==> src/rtl/demux4_pkg.sv <==
// Shared definitions for the 1-to-4 demultiplexer: channel count, select and slot
// encodings, counter width and a select decode helper.
package demux4_pkg;

    localparam int unsigned NumCh = 4;
    localparam int unsigned SelW  = 2;
    localparam int unsigned CntW  = 16;

    typedef enum logic [SelW-1:0] {
        SEL_A = 2'b00,
        SEL_B = 2'b01,
        SEL_C = 2'b10,
        SEL_D = 2'b11
    } sel_e;

    typedef enum logic {
        EMPTY = 1'b0,
        FULL  = 1'b1
    } slot_state_e;

    // One-hot channel mask for a destination select
    function automatic logic [NumCh-1:0] sel_onehot(input sel_e sel);
        return NumCh'(1) << sel;
    endfunction

endpackage

==> src/rtl/demux_slot.sv <==
// One-entry output slot: loads a beat on load_i, empties on pop_i without load.
// Payload is kept after a pop so the output shows the last delivered value.
module demux_slot
    import demux4_pkg::*;
#(
    parameter int unsigned Width = 16
) (
    input  logic             clk_i,
    input  logic             rst_ni,
    input  logic             load_i,
    input  logic             pop_i,
    input  logic [Width-1:0] data_i,
    output slot_state_e      state_o,
    output logic [Width-1:0] data_o
);

    slot_state_e      r_state;
    logic [Width-1:0] r_data;

    // Simultaneous load and pop keeps the slot FULL with the new beat
    always_ff @(posedge clk_i or negedge rst_ni) begin
        if (!rst_ni) begin
            r_state <= EMPTY;
            r_data  <= '0;
        end else begin
            case (r_state)
                EMPTY: begin
                    if (load_i) begin
                        r_state <= FULL;
                        r_data  <= data_i;
                    end
                end
                FULL: begin
                    if (load_i) begin
                        r_data <= data_i;
                    end else if (pop_i) begin
                        r_state <= EMPTY;
                    end
                end
                default: r_state <= EMPTY;
            endcase
        end
    end

    assign state_o = r_state;
    assign data_o  = r_data;

endmodule

==> src/rtl/demux4_16.sv <==
// 1-to-4 valid/ready demultiplexer with one-entry slot per channel.
// Optional per-channel accepted-beat counters when DEMUX4_16_CNT_EN is defined.
module demux4_16
    import demux4_pkg::*;
#(
    parameter int unsigned Width = 16
) (
    input  logic                       clk_i,
    input  logic                       rst_ni,
    input  logic [SelW-1:0]            sel_i,
    input  logic [Width-1:0]           data_i,
    input  logic                       valid_i,
    output logic                       ready_o,
`ifdef DEMUX4_16_CNT_EN
    output logic [NumCh-1:0][CntW-1:0] cnt_o,
`endif
    output logic [Width-1:0]           a_o,
    output logic [Width-1:0]           b_o,
    output logic [Width-1:0]           c_o,
    output logic [Width-1:0]           d_o,
    output logic                       a_valid_o,
    output logic                       b_valid_o,
    output logic                       c_valid_o,
    output logic                       d_valid_o,
    input  logic                       a_ready_i,
    input  logic                       b_ready_i,
    input  logic                       c_ready_i,
    input  logic                       d_ready_i
);

    sel_e             w_sel;
    logic [NumCh-1:0] w_sel_oh;
    logic [NumCh-1:0] w_full;
    logic [NumCh-1:0] w_ready_dn;
    logic [NumCh-1:0] w_pop;
    logic [NumCh-1:0] w_load;
    logic             w_accept;
    slot_state_e      w_state [NumCh];
    logic [Width-1:0] w_data  [NumCh];

    assign w_sel      = sel_e'(sel_i);
    assign w_sel_oh   = sel_onehot(w_sel);
    assign w_ready_dn = {d_ready_i, c_ready_i, b_ready_i, a_ready_i};
    assign w_pop      = w_full & w_ready_dn;

    // Only the addressed slot gates ready, so a stalled channel never blocks others
    assign ready_o  = ~w_full[sel_i] | w_pop[sel_i];
    assign w_accept = valid_i & ready_o;
    assign w_load   = {NumCh{w_accept}} & w_sel_oh;

    for (genvar g = 0; g < NumCh; g++) begin : g_slot
        demux_slot #(
            .Width (Width)
        ) u_slot (
            .clk_i   (clk_i),
            .rst_ni  (rst_ni),
            .load_i  (w_load[g]),
            .pop_i   (w_pop[g]),
            .data_i  (data_i),
            .state_o (w_state[g]),
            .data_o  (w_data[g])
        );
        assign w_full[g] = (w_state[g] == FULL);
    end

    assign a_o       = w_data[0];
    assign b_o       = w_data[1];
    assign c_o       = w_data[2];
    assign d_o       = w_data[3];
    assign a_valid_o = w_full[0];
    assign b_valid_o = w_full[1];
    assign c_valid_o = w_full[2];
    assign d_valid_o = w_full[3];

`ifdef DEMUX4_16_CNT_EN
    logic [NumCh-1:0][CntW-1:0] r_cnt;

    // Saturating count of beats accepted into each channel
    always_ff @(posedge clk_i or negedge rst_ni) begin
        if (!rst_ni) begin
            r_cnt <= '0;
        end else begin
            for (int i = 0; i < NumCh; i++) begin
                if (w_load[i] && (r_cnt[i] != {CntW{1'b1}})) begin
                    r_cnt[i] <= r_cnt[i] + CntW'(1);
                end
            end
        end
    end

    assign cnt_o = r_cnt;
`endif

endmodule

==> config.mk <==
export PLATFORM = sky130hd
export DESIGN_NAME = demux4_16
export DESIGN_NICKNAME = d
export VERILOG_FILES = /design/src/rtl/demux4_pkg.sv /design/src/rtl/demux_slot.sv /design/src/rtl/demux4_16.sv
export SDC_FILE = /design/constraint.sdc
export NUM_CORES = 1
export LEC_CHECK = 0
export CAP_MARGIN = 0
export CORE_MARGIN = 2
export CORE_UTILIZATION = 46
export CTS_CLUSTER_DIAMETER = 30
export DETAILED_ROUTE_END_ITERATION = 12
export PLACE_DENSITY_LB_ADDON = 0.2
export SLEW_MARGIN = 20
export SYNTH_ARGS = -nofsm -noshare
export SYNTH_HDL_FRONTEND = slang
export SYNTH_HIERARCHICAL = 1
export SYNTH_SLANG_ARGS = --single-unit
==> constraint.sdc <==
create_clock -name clk_i -period 2 [get_ports clk_i]
set_clock_uncertainty 0.1 [all_clocks]
set_input_delay 0.2 -clock clk_i [delete_from_list [all_inputs] [get_ports clk_i]]
set_output_delay 0.2 -clock clk_i [all_outputs]
set_load 0.03 [all_outputs]
Yosys cells after proc, flatten, opt, wreduce, memory -nomap -nowiden

Index checks and enable logic that the tools add are counted.

Register bits after elaboration: 68
Output and inout port bits: 69
Memory bits (writable): 0
Memories kept: 0
Memory bits (read-only): 0
Bits in latches: 0
Logic and storage cells: 43
Input port bits: 25

Mux-type cells: 24
Reduce and logical (&&, ||, !) cells: 0
Add/subtract/negate cells: 0
Div/mod/pow operators: 0
Bitwise gates (word level): 9
$lt $le $gt $ge: 1
Shifts and indexed selects: 1
Equal/unequal tests: 0
Multipliers: 0

Operator list:

| operator                                                    | number |
|---|---|
| two-way mux 16 bit                                          | 4 |
| two-way mux 1 bit                                           | 14 |
| bitwise AND 4 bit                                           | 2 |
| case mux 1 bit (2 select lines)                             | 4 |
| NOT 1 bit                                                   | 5 |
| binary-select mux 1 bit (select 2 bit)                      | 2 |
| << shifter 1 x 2 -> 4 bit (first input constant)            | 1 |
| less-than comparator 2 x 3 -> 1 bit (second input constant) | 1 |
| bitwise AND 1 bit                                           | 1 |
| bitwise OR 1 bit                                            | 1 |

Depth between registers and ports, before layout

Word-level depth: 8
Mapped depth: 5
Gate-level depth less buffers: 3

Cells and area by module

The synthesis kept the hierarchy.

Modules (own cells, without submodules):

| module     | times used | cells an instance | seq. area each (um2) | area an instance (um2) |
|---|---|---|---|---|
| demux_slot | 4          | 37                | 425.4                | 683.2 |
| demux4_16  | 1          | 13                | 0.0                  | 128.9 |

Worst setup path after synthesis

OpenSTA, ideal clock, no wires.

Kind: reg-to-reg
Start point: reg g_slot[0].u_slot.r_state
End point: reg g_slot[0].u_slot.r_data[10]
Path buffers: 2
Data arrival time: 1.472 ns
Setup slack: 0.303 ns
Data required time: 1.775 ns
Period minus slack after synthesis: 1.697 ns
Cell stages (with the launch flop): 6
Library setup time: 0.125 ns
Path through: dfrtp_1 -> nand2b_1 -> nor4bb_1 -> buf_6 -> buf_12 -> mux2_4

Longest elaborated chain between the ends: 6
Elaborated cells between the ends (all ways): 9
Classes of those cells: mux (4); bitwise (5)

RTL lines:

| item                                                                               | line                             | source |
|---|---|---|
| from (decl)                                                                        | demux_slot.sv:17                 | `slot_state_e r_state;` |
| from (signal assigned)                                                             | demux_slot.sv:23                 | `r_state <= EMPTY;` |
| from (signal assigned)                                                             | demux_slot.sv:29                 | `r_state <= FULL;` |
| from (signal assigned)                                                             | demux_slot.sv:37                 | `r_state <= EMPTY;` |
| bitwise AND 4 bit / binary-select mux 1 bit (select 2 bit) (equally long branches) | demux4_16.sv:44, demux4_16.sv:47 |  |
| binary-select mux 1 bit (select 2 bit) / two-way mux 1 bit (equally long branches) | demux4_16.sv:47                  | `assign ready_o = ~w_full[sel_i] \| w_pop[sel_i];` |
| two-way mux 1 bit (not written as such) / NOT 1 bit (equally long branches)        | demux4_16.sv:47                  |  |
| bitwise OR 1 bit (*)                                                               | demux4_16.sv:47                  |  |
| bitwise AND 1 bit (*)                                                              | demux4_16.sv:48                  | `assign w_accept = valid_i & ready_o;` |
| bitwise AND 4 bit (*)                                                              | demux4_16.sv:49                  | `assign w_load = {NumCh{w_accept}} & w_sel_oh;` |
| named net w_load[0]                                                                | demux4_16.sv:36                  | `logic [NumCh-1:0] w_load;` |
| to (signal assigned)                                                               | demux_slot.sv:30                 | `r_data <= data_i;` |
| to (signal assigned)                                                               | demux_slot.sv:35                 | `r_data <= data_i;` |
| to (decl)                                                                          | demux_slot.sv:18                 | `logic [Width-1:0] r_data;` |

Mark *: on every way through the listed nets, which the timed path passes. The rest lies on a longest branch. The select of a mux whose other input is x is not followed.
A chain may end at the register's enable or synchronous reset.

Worst setup path after layout

Start point: reg g_slot[3].u_slot.r_state
End point: out ready_o

Longest elaborated chain between the ends: 4
Elaborated cells between the ends (all ways): 7
Classes of those cells: mux (4); bitwise (3)

RTL lines:

| item                                                                               | line                             | source |
|---|---|---|
| from (decl)                                                                        | demux_slot.sv:17                 |  |
| from (signal assigned)                                                             | demux_slot.sv:23                 |  |
| from (signal assigned)                                                             | demux_slot.sv:29                 |  |
| from (signal assigned)                                                             | demux_slot.sv:37                 |  |
| bitwise AND 4 bit / binary-select mux 1 bit (select 2 bit) (equally long branches) | demux4_16.sv:44, demux4_16.sv:47 |  |
| binary-select mux 1 bit (select 2 bit) / two-way mux 1 bit (equally long branches) | demux4_16.sv:47                  |  |
| two-way mux 1 bit (not written as such) / NOT 1 bit (equally long branches)        | demux4_16.sv:47                  |  |
| bitwise OR 1 bit (*)                                                               | demux4_16.sv:47                  |  |
| to (decl)                                                                          | demux4_16.sv:13                  | `output logic ready_o,` |

Mark *: on every way between the ends. The rest lies on a longest branch, timed or not. The select of a mux whose other input is x is not followed.

==> results.md <==
- Die area: roughly 6900 µm²
- Worst Hold Class: input port to asynchronous set/reset pin
- Die H: around 83 µm
- Grt peak-use layer: met2
- Worst-path fanout max: 4
- Synthesized area: 2860 µm²
- Clock Tree Buf Depth: 2
- Worst path bufs/invs: 1
- Critical Path RT: 1.70 ns
- Clk root buf: clkbuf_8
- Initial antenna violation count: 0
- Leakage: 0.00180 µW
- Yosys cell types: 15
- Slowest cell on the critical path: mux4_2
- Yosys warns: 6
- Post-detailed-route count of antenna-violating nets: 0
- Final Slew Violations: 0
- Met3 usage: 6.56%
- Buffers on Ports: 93
- CP Launch Type: flop
- Final Cell Area: 4120 µm²
- CP Class: flop to primary output
- Setup repair bufs after CTS: 0
- Critical Path, Cell by Cell: nand2b_4, mux4_2, clkbuf_2
- Initial core utilization: 48.0%
- H-tree levels: 3
- Hold slack: 0.318 ns
- Fill count: 436
- Setup TNS: 0 ns
- Largest net degree at the start of global routing: 69
- Synth Instances: 161
- Most common library cell in the layout ignoring fill and taps: clkdlybuf4s50_1
- Number of buffers created by CTS: 9
- DRC viols: 0
- Die width: just over 80 µm
- Final RePlAce weighted congestion: 0.732
- Cell Area, Placed: 3910 µm²
- RSZ-0062 raised after global routing: no
- Max Clk Rate: 0.557 GHz
- Worst EP arrival: 1.49 ns
- Hpwl dp: about 4000 µm
- Post-synth net total: 186
- Rows: 28
- Period minus WS final: 1.79 ns
- Slew @ Worst Pin: 0.347 ns
- Final core utilization: 69.1%
- Met1 Use GR: between 20% and 30%
- Status: finished clean
- DR iter-0 viols: 53
- Syn Area/Cell: 17.8 µm²
- CP peak stage delay: 0.47 ns
- Crit-path leading delay family: multiplexers
- Area growth syn-to-layout: 43.9%
- Nets@finish: 293
- Endpoints failing setup: 0
- Most frequent cells in the layout: 91 x clkdlybuf4s50_1, 68 x dfrtp_1, 36 x mux2_4
- Global Route met2 Usage: 27.2%
- Synth Register Bits: ~70
- Peak VDD IR: 0.000887 V
- Final hold vios: 0
- Vias in the first global route: 1862
- Total Wirelength: 5850 µm
- DR vias: about 1700
- Wire length per cell: 16.8 µm
- Total power: 5730 µW
- Crit end category: primary output
- Pwr/cell area: 1390 nW/µm²
- Proportion of layout cells with a drive suffix above 1: 37.0%
- Area of the multi-input gates: 1030 µm²
- Max transition margin: 76.9%
- Post-synthesis sequential area ratio: 59.5%
- Drt pass-1 iters: 4
- Clock transition at path regs: 0.07 ns
- Core Region: about 6000 µm²
- Tot GR Track Use: between 10% and 20%
- Worst-Skew Late Latency: roughly 0.33 ns
- Drt via density: about 4.9
- IO Pins: 94
- # clock sinks: 68
- Global-route wire length before repair: 9730 µm
- Seq. cell area: around 1700 µm²
- Max cap viols: 0
- Antenna cells: 0
- CTS tree: done
- Final Cycle Share: 89.7%
- GRT overflow: 0
## sequential cells by signal, indices dropped and copies added, names as in the netlist
| signal | flops |
|---|---|
| g_slot.u_slot/state_o | 4 |
| g_slot.u_slot/data_o | 64 |
## logic make-up (layout without fill, tap and decap cells)
| group | count (synthesis) | in the layout | share of synthesized area (%) |
|---|---|---|---|
| simple gates | 12 | 12 | 3.72 |
| compound gates | 4 | 4 | 1.22 |
| mux | 65 | 65 | 30.7 |
| flops | 68 | 68 | 59.5 |
| buf+inv | 12 | 124 | 4.90 |
## synth_stat cells
master,number,area (µm²)
mux2_4,36,541
and4_2,1,10.0
and4b_1,2,20.0
nand2b_1,2,12.5
buf_6,4,45.0
a21o_2,4,35.0
inv_1,4,15.0
mux4_2,1,22.5
and2_2,1,7.51
nor4bb_1,1,10.0
buf_12,4,80.1
nand2b_4,2,27.5
and2_1,3,18.8
dfrtp_1,68,1700
mux2_2,28,315
## through the flow
| stage | setup slack, ns | std cells |
|---|---|---|
| after detailed placement | -0.140 | 331 |
| after CTS | 0.0161 | 348 |
| after global routing | 0.137 | 348 |
| final | 0.206 | 348 |
| after global placement | -0.116 | 331 |
| after floorplan | 0.303 | 161 |
## path summary, 6_finish.rpt
path                                                        start                                       to  slack [ns]  cells after the start
max in group asynchronous                                  rst_ni   g_slot[2].u_slot/data_o[0]$_DFFE_PN0P_        1.21                      3
max                            g_slot[3].u_slot/state_o$_DFF_PN0_                                  ready_o        0.21                      3
min in group clk_i         g_slot[1].u_slot/data_o[0]$_DFFE_PN0P_   g_slot[1].u_slot/data_o[0]$_DFFE_PN0P_        0.41                      1
min reg2reg                g_slot[1].u_slot/data_o[0]$_DFFE_PN0P_   g_slot[1].u_slot/data_o[0]$_DFFE_PN0P_        0.41                      1
max reg2reg                    g_slot[0].u_slot/state_o$_DFF_PN0_   g_slot[0].u_slot/data_o[2]$_DFFE_PN0P_        0.35                      5
min                                                        rst_ni  g_slot[2].u_slot/data_o[12]$_DFFE_PN0P_        0.32                      3
## report_power, final
part	internal [µW]	switching, µW	leakage (µW)
logic	1260	1280	0.000890
registers	1800	264	0.000803
clock network	640	494	0.000102
## routing by layer
layer / up-vias / wire length [µm]
met1: 846 / 2660
met5: - / 0
met2: 65 / 2690
met3: 8 / 431
li1: 784 / -
met4: 0 / 74
## layout make-up
cell class / instances / share of cell area, %
sequential: 68 / 41.3
clock inverter: 4 / 1.16
tap: 75 / 2.28
inverter: 4 / 0.365
clock buffer: 12 / 3.77
timing repair buffer: 104 / 26.0
multi-input combinational: 81 / 25.1
## worst min-delay path, cell delays in order
cell and delay [ns]:
dlygate4sd3_1 0.52, buf_2 0.12, buf_12 0.31
## timing repair
action	in CTS	in global routing
hold endpoints to repair	68	0
gates resized for setup	1	2
hold buffers	1	0
gates cloned	0	0
setup endpoints to repair	1	1
(Power assumes the default switching activity.)
